### src/rtl/enclave_cmd_scheduler_pkg.sv
// enclave_cmd_scheduler_pkg: opcode encodings and scheduler state codes
package enclave_cmd_scheduler_pkg;
  typedef enum logic [1:0] {
    OPCODE_ENCRYPT = 2'd0,
    OPCODE_DECRYPT = 2'd1,
    OPCODE_ADD     = 2'd2,
    OPCODE_MULT    = 2'd3
  } opcode_e;
  localparam logic [2:0] ST_IDLE   = 3'd0;
  localparam logic [2:0] ST_CONFIG = 3'd1;
  localparam logic [2:0] ST_GUARD  = 3'd2;
  localparam logic [2:0] ST_RUN    = 3'd3;
  localparam logic [2:0] ST_CPL    = 3'd4;
  function automatic int entry_width(input int aw, input int bn, input int tw);
    return 2 + 3 * aw + bn + tw;
  endfunction
endpackage

### src/rtl/enclave_cmd_scheduler_if.sv
// enclave_cmd_scheduler_if: host command, controller and completion signals of the scheduler
interface enclave_cmd_scheduler_if #(
  parameter int ADDR_WIDTH = 10,
  parameter int BIG_N      = 30,
  parameter int TAG_WIDTH  = 4,
  parameter int PTR_WIDTH  = 2
);
  logic                  cmd_valid;
  logic                  cmd_ready;
  logic [1:0]            cmd_opcode;
  logic [ADDR_WIDTH-1:0] cmd_op1_addr;
  logic [ADDR_WIDTH-1:0] cmd_op2_addr;
  logic [ADDR_WIDTH-1:0] cmd_out_addr;
  logic [BIG_N-1:0]      cmd_noise;
  logic [TAG_WIDTH-1:0]  cmd_tag;
  logic [1:0]            ctl_opcode;
  logic                  ctl_config_en;
  logic [ADDR_WIDTH-1:0] ctl_op1_addr;
  logic [ADDR_WIDTH-1:0] ctl_op2_addr;
  logic [ADDR_WIDTH-1:0] ctl_out_addr;
  logic [BIG_N-1:0]      ctl_noise;
  logic                  ctl_done;
  logic                  cpl_valid;
  logic                  cpl_ready;
  logic [TAG_WIDTH-1:0]  cpl_tag;
  logic                  cpl_timeout;
  logic                  busy;
  logic [PTR_WIDTH:0]    fifo_count;
  modport slave (
    input  cmd_valid, cmd_opcode, cmd_op1_addr, cmd_op2_addr, cmd_out_addr, cmd_noise, cmd_tag,
    input  ctl_done, cpl_ready,
    output cmd_ready, ctl_opcode, ctl_config_en, ctl_op1_addr, ctl_op2_addr, ctl_out_addr, ctl_noise,
    output cpl_valid, cpl_tag, cpl_timeout, busy, fifo_count
  );
  modport master (
    output cmd_valid, cmd_opcode, cmd_op1_addr, cmd_op2_addr, cmd_out_addr, cmd_noise, cmd_tag,
    output ctl_done, cpl_ready,
    input  cmd_ready, ctl_opcode, ctl_config_en, ctl_op1_addr, ctl_op2_addr, ctl_out_addr, ctl_noise,
    input  cpl_valid, cpl_tag, cpl_timeout, busy, fifo_count
  );
endinterface

### src/rtl/enclave_cmd_fifo.sv
// enclave_cmd_fifo: synchronous command FIFO with registered occupancy count
module enclave_cmd_fifo #(
  parameter int WIDTH     = 76,
  parameter int DEPTH     = 4,
  parameter int PTR_WIDTH = 2
) (
  input  logic               clk,
  input  logic               rst_n,
  input  logic               push,
  input  logic               pop,
  input  logic [WIDTH-1:0]   din,
  output logic [WIDTH-1:0]   dout,
  output logic               full,
  output logic               empty,
  output logic [PTR_WIDTH:0] count
);
  logic [WIDTH-1:0]     mem_q [DEPTH];
  logic [PTR_WIDTH-1:0] wr_q, wr_d, rd_q, rd_d;
  logic [PTR_WIDTH:0]   cnt_q, cnt_d;
  // pointers wrap naturally because DEPTH is a power of two
  always_comb begin
    wr_d  = push ? wr_q + PTR_WIDTH'(1) : wr_q;
    rd_d  = pop ? rd_q + PTR_WIDTH'(1) : rd_q;
    cnt_d = cnt_q + (PTR_WIDTH+1)'(push) - (PTR_WIDTH+1)'(pop);
  end
  // pointer and count state
  always_ff @(posedge clk) begin
    if (!rst_n) begin
      wr_q  <= '0;
      rd_q  <= '0;
      cnt_q <= '0;
    end else begin
      wr_q  <= wr_d;
      rd_q  <= rd_d;
      cnt_q <= cnt_d;
    end
  end
  // storage needs no reset; only entries below the count are ever read
  always_ff @(posedge clk) begin
    if (push) mem_q[wr_q] <= din;
  end
  assign dout  = mem_q[rd_q];
  assign full  = cnt_q == (PTR_WIDTH+1)'(DEPTH);
  assign empty = cnt_q == '0;
  assign count = cnt_q;
endmodule

### src/rtl/enclave_cmd_scheduler.sv
// enclave_cmd_scheduler: queues host op commands and issues them one at a time to the op controller
module enclave_cmd_scheduler
  import enclave_cmd_scheduler_pkg::*;
#(
  parameter int ADDR_WIDTH     = 10,
  parameter int BIG_N          = 30,
  parameter int TAG_WIDTH      = 4,
  parameter int DEPTH          = 4,
  parameter int PTR_WIDTH      = 2,
  parameter int TIMEOUT_CYCLES = 1024,
  parameter int TMO_WIDTH      = 11
) (
  input logic                   clk,
  input logic                   rst_n,
  enclave_cmd_scheduler_if.slave bus
);
  localparam int W = entry_width(ADDR_WIDTH, BIG_N, TAG_WIDTH);
  logic                  push, pop, full, empty;
  logic [W-1:0]          din, dout;
  logic [PTR_WIDTH:0]    count;
  logic [2:0]            state_q, state_d;
  logic [1:0]            opcode_q, opcode_d;
  logic [ADDR_WIDTH-1:0] op1_q, op1_d, op2_q, op2_d, out_q, out_d;
  logic [BIG_N-1:0]      noise_q, noise_d;
  logic [TAG_WIDTH-1:0]  tag_q, tag_d;
  logic                  cfg_q, cfg_d, cpl_valid_q, cpl_valid_d, timeout_q, timeout_d;
  logic [TMO_WIDTH-1:0]  wd_q, wd_d;
  assign push = bus.cmd_valid && !full;
  assign din  = {bus.cmd_opcode, bus.cmd_op1_addr, bus.cmd_op2_addr, bus.cmd_out_addr, bus.cmd_noise, bus.cmd_tag};
  enclave_cmd_fifo #(.WIDTH(W), .DEPTH(DEPTH), .PTR_WIDTH(PTR_WIDTH)) u_fifo (
    .clk(clk), .rst_n(rst_n), .push(push), .pop(pop), .din(din), .dout(dout),
    .full(full), .empty(empty), .count(count)
  );
  // issue sequence: load head, pulse config, skip the stale done, run under watchdog, hold completion
  always_comb begin
    state_d     = state_q;
    {opcode_d, op1_d, op2_d, out_d, noise_d, tag_d} = {opcode_q, op1_q, op2_q, out_q, noise_q, tag_q};
    cfg_d       = 1'b0;
    cpl_valid_d = cpl_valid_q;
    timeout_d   = timeout_q;
    wd_d        = wd_q;
    pop         = 1'b0;
    case (state_q)
      ST_IDLE: if (!empty) begin
        pop     = 1'b1;
        {opcode_d, op1_d, op2_d, out_d, noise_d, tag_d} = dout;
        cfg_d   = 1'b1;
        state_d = ST_CONFIG;
      end
      ST_CONFIG: state_d = ST_GUARD;
      ST_GUARD: begin
        wd_d    = '0;
        state_d = ST_RUN;
      end
      ST_RUN: if (bus.ctl_done || wd_q == TMO_WIDTH'(TIMEOUT_CYCLES - 1)) begin
        state_d     = ST_CPL;
        cpl_valid_d = 1'b1;
        timeout_d   = !bus.ctl_done;
      end else begin
        wd_d = wd_q + TMO_WIDTH'(1);
      end
      ST_CPL: if (bus.cpl_ready) begin
        cpl_valid_d = 1'b0;
        state_d     = ST_IDLE;
      end
      default: state_d = ST_IDLE;
    endcase
  end
  // scheduler state and registered outputs
  always_ff @(posedge clk) begin
    if (!rst_n) begin
      state_q     <= ST_IDLE;
      opcode_q    <= '0;
      op1_q       <= '0;
      op2_q       <= '0;
      out_q       <= '0;
      noise_q     <= '0;
      tag_q       <= '0;
      cfg_q       <= 1'b0;
      cpl_valid_q <= 1'b0;
      timeout_q   <= 1'b0;
      wd_q        <= '0;
    end else begin
      state_q     <= state_d;
      opcode_q    <= opcode_d;
      op1_q       <= op1_d;
      op2_q       <= op2_d;
      out_q       <= out_d;
      noise_q     <= noise_d;
      tag_q       <= tag_d;
      cfg_q       <= cfg_d;
      cpl_valid_q <= cpl_valid_d;
      timeout_q   <= timeout_d;
      wd_q        <= wd_d;
    end
  end
  assign bus.cmd_ready     = !full;
  assign bus.ctl_opcode    = opcode_q;
  assign bus.ctl_config_en = cfg_q;
  assign bus.ctl_op1_addr  = op1_q;
  assign bus.ctl_op2_addr  = op2_q;
  assign bus.ctl_out_addr  = out_q;
  assign bus.ctl_noise     = noise_q;
  assign bus.cpl_valid     = cpl_valid_q;
  assign bus.cpl_tag       = tag_q;
  assign bus.cpl_timeout   = timeout_q;
  assign bus.busy          = (state_q != ST_IDLE) || !empty;
  assign bus.fifo_count    = count;
endmodule

### src/flat_wrapper.sv
// flat-port wrapper written by rule: the top's interface ports become plain ports
module enclave_cmd_scheduler_flat import enclave_cmd_scheduler_pkg::*;
#(
  parameter int ADDR_WIDTH     = 10,
  parameter int BIG_N          = 30,
  parameter int TAG_WIDTH      = 4,
  parameter int DEPTH          = 4,
  parameter int PTR_WIDTH      = 2,
  parameter int TIMEOUT_CYCLES = 1024,
  parameter int TMO_WIDTH      = 11
)
  (clk, rst_n, bus_cmd_valid, bus_cmd_opcode, bus_cmd_op1_addr, bus_cmd_op2_addr, bus_cmd_out_addr, bus_cmd_noise, bus_cmd_tag, bus_ctl_done, bus_cpl_ready, bus_cmd_ready, bus_ctl_opcode, bus_ctl_config_en, bus_ctl_op1_addr, bus_ctl_op2_addr, bus_ctl_out_addr, bus_ctl_noise, bus_cpl_valid, bus_cpl_tag, bus_cpl_timeout, bus_busy, bus_fifo_count);
  enclave_cmd_scheduler_if #(.ADDR_WIDTH(ADDR_WIDTH), .BIG_N(BIG_N), .TAG_WIDTH(TAG_WIDTH), .PTR_WIDTH(PTR_WIDTH)) bus_i ();
  input logic clk;
  input logic rst_n;
  input wire logic [$bits(bus_i.cmd_valid)-1:0] bus_cmd_valid;
  input wire logic [$bits(bus_i.cmd_opcode)-1:0] bus_cmd_opcode;
  input wire logic [$bits(bus_i.cmd_op1_addr)-1:0] bus_cmd_op1_addr;
  input wire logic [$bits(bus_i.cmd_op2_addr)-1:0] bus_cmd_op2_addr;
  input wire logic [$bits(bus_i.cmd_out_addr)-1:0] bus_cmd_out_addr;
  input wire logic [$bits(bus_i.cmd_noise)-1:0] bus_cmd_noise;
  input wire logic [$bits(bus_i.cmd_tag)-1:0] bus_cmd_tag;
  input wire logic [$bits(bus_i.ctl_done)-1:0] bus_ctl_done;
  input wire logic [$bits(bus_i.cpl_ready)-1:0] bus_cpl_ready;
  output wire logic [$bits(bus_i.cmd_ready)-1:0] bus_cmd_ready;
  output wire logic [$bits(bus_i.ctl_opcode)-1:0] bus_ctl_opcode;
  output wire logic [$bits(bus_i.ctl_config_en)-1:0] bus_ctl_config_en;
  output wire logic [$bits(bus_i.ctl_op1_addr)-1:0] bus_ctl_op1_addr;
  output wire logic [$bits(bus_i.ctl_op2_addr)-1:0] bus_ctl_op2_addr;
  output wire logic [$bits(bus_i.ctl_out_addr)-1:0] bus_ctl_out_addr;
  output wire logic [$bits(bus_i.ctl_noise)-1:0] bus_ctl_noise;
  output wire logic [$bits(bus_i.cpl_valid)-1:0] bus_cpl_valid;
  output wire logic [$bits(bus_i.cpl_tag)-1:0] bus_cpl_tag;
  output wire logic [$bits(bus_i.cpl_timeout)-1:0] bus_cpl_timeout;
  output wire logic [$bits(bus_i.busy)-1:0] bus_busy;
  output wire logic [$bits(bus_i.fifo_count)-1:0] bus_fifo_count;
  assign bus_i.cmd_valid = bus_cmd_valid;
  assign bus_i.cmd_opcode = bus_cmd_opcode;
  assign bus_i.cmd_op1_addr = bus_cmd_op1_addr;
  assign bus_i.cmd_op2_addr = bus_cmd_op2_addr;
  assign bus_i.cmd_out_addr = bus_cmd_out_addr;
  assign bus_i.cmd_noise = bus_cmd_noise;
  assign bus_i.cmd_tag = bus_cmd_tag;
  assign bus_i.ctl_done = bus_ctl_done;
  assign bus_i.cpl_ready = bus_cpl_ready;
  assign bus_cmd_ready = bus_i.cmd_ready;
  assign bus_ctl_opcode = bus_i.ctl_opcode;
  assign bus_ctl_config_en = bus_i.ctl_config_en;
  assign bus_ctl_op1_addr = bus_i.ctl_op1_addr;
  assign bus_ctl_op2_addr = bus_i.ctl_op2_addr;
  assign bus_ctl_out_addr = bus_i.ctl_out_addr;
  assign bus_ctl_noise = bus_i.ctl_noise;
  assign bus_cpl_valid = bus_i.cpl_valid;
  assign bus_cpl_tag = bus_i.cpl_tag;
  assign bus_cpl_timeout = bus_i.cpl_timeout;
  assign bus_busy = bus_i.busy;
  assign bus_fifo_count = bus_i.fifo_count;
  enclave_cmd_scheduler #(.ADDR_WIDTH(ADDR_WIDTH), .BIG_N(BIG_N), .TAG_WIDTH(TAG_WIDTH), .DEPTH(DEPTH), .PTR_WIDTH(PTR_WIDTH), .TIMEOUT_CYCLES(TIMEOUT_CYCLES), .TMO_WIDTH(TMO_WIDTH)) u_core (.clk(clk), .rst_n(rst_n), .bus(bus_i));
endmodule
### config.mk
export PLATFORM = sky130hd
export DESIGN_NAME = enclave_cmd_scheduler_flat
export DESIGN_NICKNAME = d
export VERILOG_FILES = /design/src/rtl/enclave_cmd_scheduler_pkg.sv /design/src/rtl/enclave_cmd_scheduler_if.sv /design/src/rtl/enclave_cmd_fifo.sv /design/src/rtl/enclave_cmd_scheduler.sv /design/src/flat_wrapper.sv
export SDC_FILE = /design/constraint.sdc
export NUM_CORES = 1
export LEC_CHECK = 0
export ABC_AREA = 0
export ABC_CLOCK_PERIOD_IN_PS = 3300
export BUFFER_PORTS_ARGS = -buffer_cell sky130_fd_sc_hd__buf_4
export CORE_MARGIN = 4
export CORE_UTILIZATION = 45
export DETAILED_ROUTE_END_ITERATION = 10
export SLEW_MARGIN = 20
export SYNTH_ARGS = -nofsm -noshare
export SYNTH_HDL_FRONTEND = slang
export SYNTH_SLANG_ARGS = --single-unit
### constraint.sdc
create_clock -name clk -period 3.3 [get_ports clk]
set_clock_uncertainty 0.1 [all_clocks]
set_input_delay 0.66 -clock clk [delete_from_list [all_inputs] [get_ports clk]]
set_output_delay 0.66 -clock clk [all_outputs]
set_load 0.02 [all_outputs]
Word-level counts from Yosys, hierarchy flattened
Memories as Yosys holds them, arrays and structs flattened. A register that Yosys moved wholly into a read port is not among the register bits.
Index checks and enable logic that the tools add are counted.
{ "totals": {"output_inout_bits": 74, "inputBits": 71, "reg_bits": 24, "memories": 1, "wordCells": 55, "mem_bits_rw": 264} }
{ "op_classes": {"eq_ne": 10, "n_reduce_logical": 17, "n_mux": 13, "bitwise_logic": 1, "addsub": 5} }
{ "memory_table": {"columns": ["memory", "depth", "word_bits", "read_ports", "rd_ports_with_merged_regs", "wr", "line", "text"], "rows": [
  ["u_core.u_fifo.mem_q", 4, 66, 1, 1, 1, "enclave_cmd_fifo.sv:17", "logic [WIDTH-1:0] mem_q [DEPTH];"]
]} }
{ "ops": {"columns": ["operator", "n"], "rows": [
  ["case mux 11 bit (2 select lines)", 1],
  ["case mux 3 bit (5 select lines)", 1],
  ["adder 11 x 1 -> 11 bit, second input constant", 1],
  ["== test 11 x 10 -> 1 bit, second input constant", 1],
  ["2-to-1 mux 11 bit", 1],
  ["2-to-1 mux 3 bit", 3],
  ["== test 3 x 2 -> 1 bit, second input constant", 2],
  ["== test 3 bit, second input constant", 2],
  ["logical NOT 3 bit", 2],
  ["2-to-1 mux 1 bit", 6],
  ["inequality test 2 bit, second input constant", 3],
  ["AND reduction 2 bit", 3],
  ["AND reduction 3 bit", 2],
  ["adder 2 x 1 -> 2 bit, second input constant", 2],
  ["logical NOT 1 bit", 4],
  ["nonzero test 2 bit", 2],
  ["adder 3 x 1 -> 3 bit", 1],
  ["== test 3 x 1 -> 1 bit, second input constant", 1],
  ["nonzero test 3 bit", 1],
  ["subtractor 3 x 1 -> 3 bit", 1],
  ["logical OR 1 bit", 2],
  ["inequality test 2 x 1 -> 1 bit, second input constant", 1],
  ["case mux 1 bit (2 select lines)", 1],
  ["logical AND 1 bit", 1],
  ["NOT 1 bit", 1]
]} }

Longest topological paths before layout
Gate-level depths: netlist of the first run.
{ "depth": {"word_depth": 5, "mapped_depth": 12} }

By module
Synthesis of the first run repeated with hierarchy kept, for this count alone.
{ "unflattened": {"cells_unflattened": 777, "hier_area_um2": 13153.9} }
{ "modules_own_cells": {"columns": ["mod", "seq_area_each_um2", "area_each_um2", "cells_each", "instances"], "rows": [
  ["enclave_cmd_fifo", 8107.8, 9960.8, 387, 1],
  ["enclave_cmd_scheduler", 1661.6, 3193.1, 390, 1]
]} }

Worst setup path after synthesis of the first run
Ideal clock, no wire load.
{ "synth_timing": {"path_kind": "flip-flop to flip-flop", "startpoint": "reg u_core.u_fifo.cnt_q[0], in the netlist u_core.u_fifo.count[0]", "endpoint": "mem u_core.u_fifo.mem_q[0][0] (netlist name), enable pin", "t_arrival_ns": 2.414, "required_ns": 2.768, "slack_ns": 0.354, "path_stages_with_launch": 3, "n_path_buf": 0, "period_less_slack_ns": 2.946, "cell_sequence": "dfxtp_1 -> or3b_1 -> and3_1"} }
{ "synth_between": {"elab_chain_cells": 5} }
{ "synth_lines": {"columns": ["item", "line", "text"], "rows": [
  ["start, declared", "enclave_cmd_fifo.sv:19", "logic [PTR_WIDTH:0] cnt_q, cnt_d;"],
  ["start signal, assigned", "enclave_cmd_fifo.sv:35", "cnt_q <= cnt_d;"],
  ["== test 3 bit", "enclave_cmd_fifo.sv:43", "assign full = cnt_q == (PTR_WIDTH+1)'(DEPTH);"],
  ["logical NOT 1 bit", null, null],
  ["net bus_cmd_ready", "flat_wrapper.sv:25", "output wire logic [$bits(bus_i.cmd_ready)-1:0] bus_cmd_ready;"],
  ["logical AND 1 bit", "enclave_cmd_scheduler.sv:28", "assign push = bus.cmd_valid && !full;"],
  ["2-to-1 mux 1 bit", "enclave_cmd_fifo.sv:40", "if (push) mem_q[wr_q] <= din;"],
  ["2-to-1 mux 1 bit (implied by the code)", "enclave_cmd_fifo.sv:40", null],
  ["end, declared", "enclave_cmd_fifo.sv:17", null]
]} }
The timed path passes the listed nets, and every way through them passes these cells.

Worst setup path in the final report of the first run
{ "layout_timing": {"startpoint": "reg u_core.u_fifo.cnt_q[2], in the netlist u_core.u_fifo.count[2]", "endpoint": "reg u_core.u_fifo.cnt_q[2], in the netlist u_core.u_fifo.count[2]"} }
{ "layout_between": {"elab_chain_cells": 5, "elab_cells_between_ends": 8, "classes_between": "add/sub (2); eq/ne (1); mux (2); reduce/logical (3)"} }
{ "layout_lines": {"columns": ["item", "line", "text"], "rows": [
  ["== test 3 bit", "enclave_cmd_fifo.sv:43", null],
  ["logical NOT 1 bit", "enclave_cmd_scheduler.sv:28", null],
  ["logical AND 1 bit", "enclave_cmd_scheduler.sv:28", null],
  ["adder 3 x 1 -> 3 bit", "enclave_cmd_fifo.sv:24", "cnt_d = cnt_q + (PTR_WIDTH+1)'(push) - (PTR_WIDTH+1)'(pop);"],
  ["subtractor 3 x 1 -> 3 bit *", "enclave_cmd_fifo.sv:24", null]
]} }
Mark *: on every way between the ends. The rest lies on a longest branch, timed or not.
A chain may end at the register's enable or synchronous reset.

==> results.md, run 1 <==
- Netlist Area Pre-Place: roughly 0.013 mm2
- Total CTS buffers: 38
- Pleak: 5.56 nW
- Status: complete, no violations
- Syn nets: 863
- Period minus WS final: 2.52 ns
- Post-synth EDFFs: around 260
- Top-area cell type share of the netlist area: 0.596
- Highest metal used: met4
- CTS clk-pin slew, worst paths: about 0.06 ns
- Antenna-violating nets left: 0
- Top-count cell post-synth: edfxtp_1
- Synth Warn #: 0
- Leading area contributor after synthesis: edfxtp_1
- Setup TNS: 0 ns
- Worst setup SP type: flop
- Cells resized by post-CTS repair: 0
- Clk sink count: approximately 350
- Crit-path max FO: 6
- Cell variety after synth: 52
- Ys async rst share: 0
- TritonCTS clock tree: done
- Maximum vdd ir drop: 0.554 mV
- Global route overflow: 0
- Crit path capture type: flop
- Initial antenna violation count: 0
- Post-DP HPWL: 15.4 mm
- Post-Route WL: between 20 and 30 mm
- Syn Inst Count: 784
- H-Tree Depth: 2
- Metal-1 WL: 11.2 mm
- Setup CP Type: flop to flop
- Top FF cell, synth: edfxtp_1
- Worst-skew pair later-pin latency: 0.51 ns
- Area grow syn2layout: 20.2%
- Fill count: 2344
- Post-CTS Setup Inserts: 0
- Post-route insts no fill: 1350
- Placed cells: roughly 1300
- NumNets Final: 1015
- Largest net degree at the start of global routing: 68
- Top cells by area, synth: edfxtp_1 (60%), dfxtp_1 (14%), mux4_2 (11%)
- PortBufs: around 140
- Required time worst endpoint: 3.60 ns
- DR vias/cell: about 5.2
- Max Clk Rate: 0.397 GHz
- Vias in the first global route: 7439
- Die height: 180 um
- Die Width: 180 um
- Ant. Diodes: 0
- Cell Pwr Density: 855 mW/mm2
- Slew @ Worst Pin: 0.921 ns
- Final setup fails: 0
- Synthesized flop and latch total: ~350
- GRT Resource Usage Total: 0.165
- CTS max path bufs: 3
- Max Slew Vio Count: 0
- Num ports: about 150
- Met2 Wirelength: 13.6 mm
- Final worst path period share: 0.763
- Iter 0 DRT Violations: 438
- Max-Cap Viols: 0
- Layout cells sized above 1: 0.299
- TritonRoute pass-1 iters: 5
- Hold Fails Final Rpt: 0
- Placement row count: 62
- Largest stage delay on the critical path: 0.47 ns
- Drt wl/cell: 19.9 um
- Max-slew headroom: 0.386
- Via count: 7061
- Starting density of the core: 0.460
- Post-CTS Hold Fix Bufs: 0
- Critical path, cell by cell: or3b_1, and2_1, inv_1, ha_1, inv_1, ha_1, fa_1, xnor2_1, xnor2_1, and2_1
- Root Buffer: clkbuf_16
- Worst hold path type: input pin to flop
- Area of the core: 0.0289 mm2
- Sequential share of the synthesized area: 0.731
- Synth Area per Inst: 17.0 um2
- Remaining routing DRC violations: 0
- Top cells by count, synth: edfxtp_1 (264), nand2_1 (142), dfxtp_1 (90), mux4_2 (66), a21boi_1 (47)
- RSZ-0062 raised after global routing: false
- Routability Congestion: around 0.78
- Metal3 WL: 1.64 mm
- Die area: 0.0324 mm2
- First-pass GRT wire length: roughly 43 mm
- Worst Path Arrival: 2.82 ns
- Critical-path top delay cell: or3b_1
## cells in the final DEF (no fill, tap or decap), drive strengths merged, types with 2 or more instances in the layout
cell	count
edfxtp	264
buf	155
nand2	142
dfxtp	90
a21boi	70
mux4	66
clkbuf	61
inv	10
and3	10
and2	8
clkinv	8
ha	7
nand3	7
o21ai	7
xnor2	6
nor2	6
nand4	5
nand3b	4
a21oi	4
o21a	4
nor3	4
o221a	3
nor4	3
or3	2
nand2b	2
or2	2
a41oi	2
o211ai	2
## logic make-up (layout without fill, tap and decap cells)
kind of cell,count (synthesis),in the layout,share of synthesized area
adder cells (fa/ha/maj),8,8,0.00808
multiplexers,66,66,0.112
buffers and inverters,53,235,0.0217
XOR/XNOR,6,6,0.00395
AO/OA/AOI/OAI,99,99,0.0556
AND/OR/NAND/NOR,198,198,0.0681
flip-flops,354,354,0.731
## layout make-up
class,count,area [um2],area share
multi-input combinational,377,3320,0.207
inverter,10,37.5,0.00235
clock buffer,61,1130,0.0707
clock inverter,9,46.3,0.00289
tap,384,480,0.0300
sequential,354,9740,0.608
timing repair buffer,155,1250,0.0782
## worst paths after layout
kind	startpoint	to	slack, ns	depth (start not counted)
setup / recovery	u_core.u_fifo.count[2]	u_core.u_fifo.count[2]	0.78	10
hold reg to reg	u_core.bus.cpl_tag[0]	u_core.bus.cpl_tag[0]	0.35	2
hold / removal	bus_cmd_noise[1]	u_core.u_fifo.mem_q[2][5]	0.25	1
setup reg to reg	u_core.u_fifo.count[2]	u_core.u_fifo.count[2]	0.78	10
## power breakdown
part           leakage (nW)  switching, mW  internal, mW  total [mW]
Sequential             3.16          0.393          5.58        5.97
Combinational          1.83           2.19          1.57        3.76
Clock                 0.569           1.61          2.35        3.96
Total                  5.56           4.19          9.50        13.7
## flip-flops by register name, summed over array words and instances, names as in the netlist
name and cells:
u_core.bus.ctl_opcode 2, u_core.bus.ctl_op2_addr 10, u_core.bus.ctl_out_addr 10, u_core.bus.cpl_timeout 1, u_core.wd_q 11, u_core.bus.ctl_op1_addr 10
u_core.bus.cpl_valid 1, u_core.u_fifo.count 3, u_core.state_q 3, u_core.bus.cpl_tag 4, u_core.u_fifo.mem_q 264, u_core.u_fifo.rd_q 2
u_core.bus.ctl_noise 30, u_core.bus.ctl_config_en 1, u_core.u_fifo.wr_q 2
## metrics by stage
step	hold WS, ns	cell area [um2]	total power [mW]	util	setup WS (ns)
finish	0.250	16000	13.7	0.553	0.781
global route	0.227	16000	14.5	0.553	0.599
CTS	0.223	16000	13.9	0.553	0.797
detailed placement	0.343	14800	9.94	0.512	0.796
global placement	0.343	14800	9.88	0.512	0.809
floorplan	0.315	13300	8.50	-	0.354
## metal layers
metal,GRT usage,vias to the layer above
li1,-,3300
met1,0.216,3570
met2,0.284,156
met3,0.0382,35
met4,0.0347,0
met5,0,-
## worst max-delay path: cells and delay by family, from the launching register on
family | cells | cell delay, ns
and+or+nand+nor | 3 | 0.85
adders and majority gates | 3 | 0.68
DFF | 1 | 0.39
xor gates and xnor gates | 2 | 0.27
buffers and inverters | 2 | 0.12
(Power assumes the default switching activity.)
==> run 2: changes to the inputs <==
Settings changed: ABC_CLOCK_PERIOD_IN_PS 3300 to 2100, PLACE_DENSITY from default to 0.66.
Clock period 3.3 ns to 2.1 ns, I/O delays scaled along.
==> results.md, run 2 (same netlist as run 1, synthesis figures left out) <==
- Status: finished, violations left
- Failing checks: negative setup slack
- Comb power frac: 0.294
- Power, Total: 22.5 mW
- Via count: 7470
- PortBufs: around 140
- DR vias/cell: roughly 5.2
- Root Buffer: clkbuf_16
- H-Tree Depth: 2
- Layout cells sized above 1: 0.328
- Die Width: 180 um
- Remaining routing DRC violations: 0
- GRT Resource Usage Total: 0.169
- RSZ-0062 raised after global routing: true
- Max-slew headroom: 0.387
- Slew @ Worst Pin: 0.920 ns
- TritonRoute pass-1 iters: 5
- Global route overflow: 0
- Hold Fails Final Rpt: 0
- Most frequent cells in the layout: edfxtp_1 (264), buf_4 (174), nand2_1 (141)
- Sw power: 6.81 mW
- Critical path, cell by cell: or3_4, nand2_4, inv_4, ha_4, inv_2, ha_4, fa_2, xnor2_2, xnor2_1, and2_1
- Largest stage delay on the critical path: around 0.40 ns
- Post-DP HPWL: about 16 mm
- Antenna-violating nets left: 0
- Max reg flops: 264
- Area grow syn2layout: 28.1%
- Fill count: 2188
- Clk pwr share: 0.292
- Largest net degree at the start of global routing: slightly above 90
- Iter 0 DRT Violations: 373
- Worst Path Arrival: between 2 and 3 ns
- Die height: 180 um
- Most common cell after layout, fill and taps aside: edfxtp_1
- Vias in the first global route: between 7000 and 8000
- Maximum vdd ir drop: 1.20 mV
- Most frequent cell on the critical path: ha_4
- Area of the multi-input gates: 0.00337 mm2
- Post-Route WL: 27.6 mm
- Placed cells: 1315
- Critical-path top delay cell: or3_4
- First-pass GRT wire length: 43.4 mm
- Worst setup SP type: flop
- Clk sink count: 354
- Period minus WS final: 2.22 ns
- NumNets Final: 1103
- Area of the core: just under 0.03 mm2
- Routability Congestion: 0.776
- Crit path capture type: flop
- Cell Pwr Density: 1320 mW/mm2
- Max Slew Vio Count: 0
- Max-Cap Viols: 0
- Drt wl/cell: 19.2 um
- PnR worst setup slack: -0.121 ns
- Register area: 0.00974 mm2
- Pleak: 6.05 nW
- Worst hold path type: input pin to flop
- Worst-skew pair later-pin latency: 0.51 ns
- Initial antenna violation count: 2
- Int Pwr: 15.7 mW
- Die area: roughly 0.032 mm2
- Crit-path max FO: 3
- Required time worst endpoint: 2.40 ns
- Final worst path period share: 1.06
- TritonCTS clock tree: done
- Placement row count: 62
- Largest register by flop count: u_core.u_fifo.mem_q
- Max Clk Rate: 0.450 GHz
- Setup CP Type: flop to flop
- Switching part of the total power: 0.302
- Total CTS buffers: 38
- Starting density of the core: 0.460
- CTS clk-pin slew, worst paths: around 0.06 ns
- Num ports: 145
- CTS max path bufs: 3
- Post-route insts no fill: 1439
- Sequential share of power: 0.414
- Setup TNS: -0.219 ns
- Final setup fails: 3
==> run 2: critical path, delay by kind of cell (launching register included) <==
family                   cells  cell delay, ns
flip-flops                   1            0.32
AND/OR/NAND/NOR              3            0.62
XOR/XNOR                     2            0.25
adder cells (fa/ha/maj)      3            0.75
buffers and inverters        2            0.08
==> run 2: area by class of cell <==
| class | count | area share |
|---|---|---|
| well taps | 384 | 0.0282 |
| repair buffers | 243 | 0.126 |
| inverters | 10 | 0.00249 |
| clock inverters | 10 | 0.00616 |
| multi-input cells | 377 | 0.198 |
| diodes | 1 | 0.000147 |
| flip-flops and latches | 354 | 0.571 |
| clock buffers | 60 | 0.0679 |
==> run 2: through the flow <==
step / cell area [um2] / util / worst slack, ns / hold WS, ns
CTS: 17000 / 0.589 / -0.140 / 0.000623
global route: 17100 / 0.589 / -0.181 / 0.00134
finish: 17100 / 0.589 / -0.121 / 0.0181
global placement: 15200 / 0.527 / -0.152 / 0.334
floorplan: 13400 / - / -0.323 / 0.315
detailed placement: 15200 / 0.527 / -0.185 / 0.341
==> run 2: path summary, 6_finish.rpt <==
kind | from | to | slack (ns) | cells past startpoint
worst max-delay path | u_core.u_fifo.count[1] | u_core.u_fifo.count[2] | -0.12 | 10
worst min-delay path | bus_cmd_out_addr[0] | u_core.u_fifo.mem_q[2][34] | 0.02 | 1
worst max register to register | u_core.u_fifo.count[1] | u_core.u_fifo.count[2] | -0.12 | 10
worst min register to register | u_core.wd_q[10] | u_core.wd_q[10] | 0.35 | 2
==> run 2: timing repair <==
item / 4_1_cts / 5_1_grt
endpoints found under the setup margin: 4 / 37
hold endpoints to repair: 190 / 3
gates cloned: 0 / 0
resized for setup: 5 / 1
pin swaps: 6 / 0
setup buffers: 1 / 1
hold buffers: 50 / 1
==> run 2: metal layers <==
metal / part of all wire / track usage
met2: 0.50 / 0.284
met1: 0.43 / 0.224
met5: 0.00043 / 0
met4: 0.021 / 0.0460
met3: 0.046 / 0.0364
==> run 2: power by group through the flow <==
stage,combinational (mW),sequential (mW),clock [mW]
2_1_floorplan,3.45,10.0,0
3_3_place_gp,6.48,9.44,0
3_5_place_dp,6.60,9.49,0
4_1_cts,6.75,9.35,6.73
5_1_grt,7.18,9.46,7.03
6_report,6.62,9.33,6.59
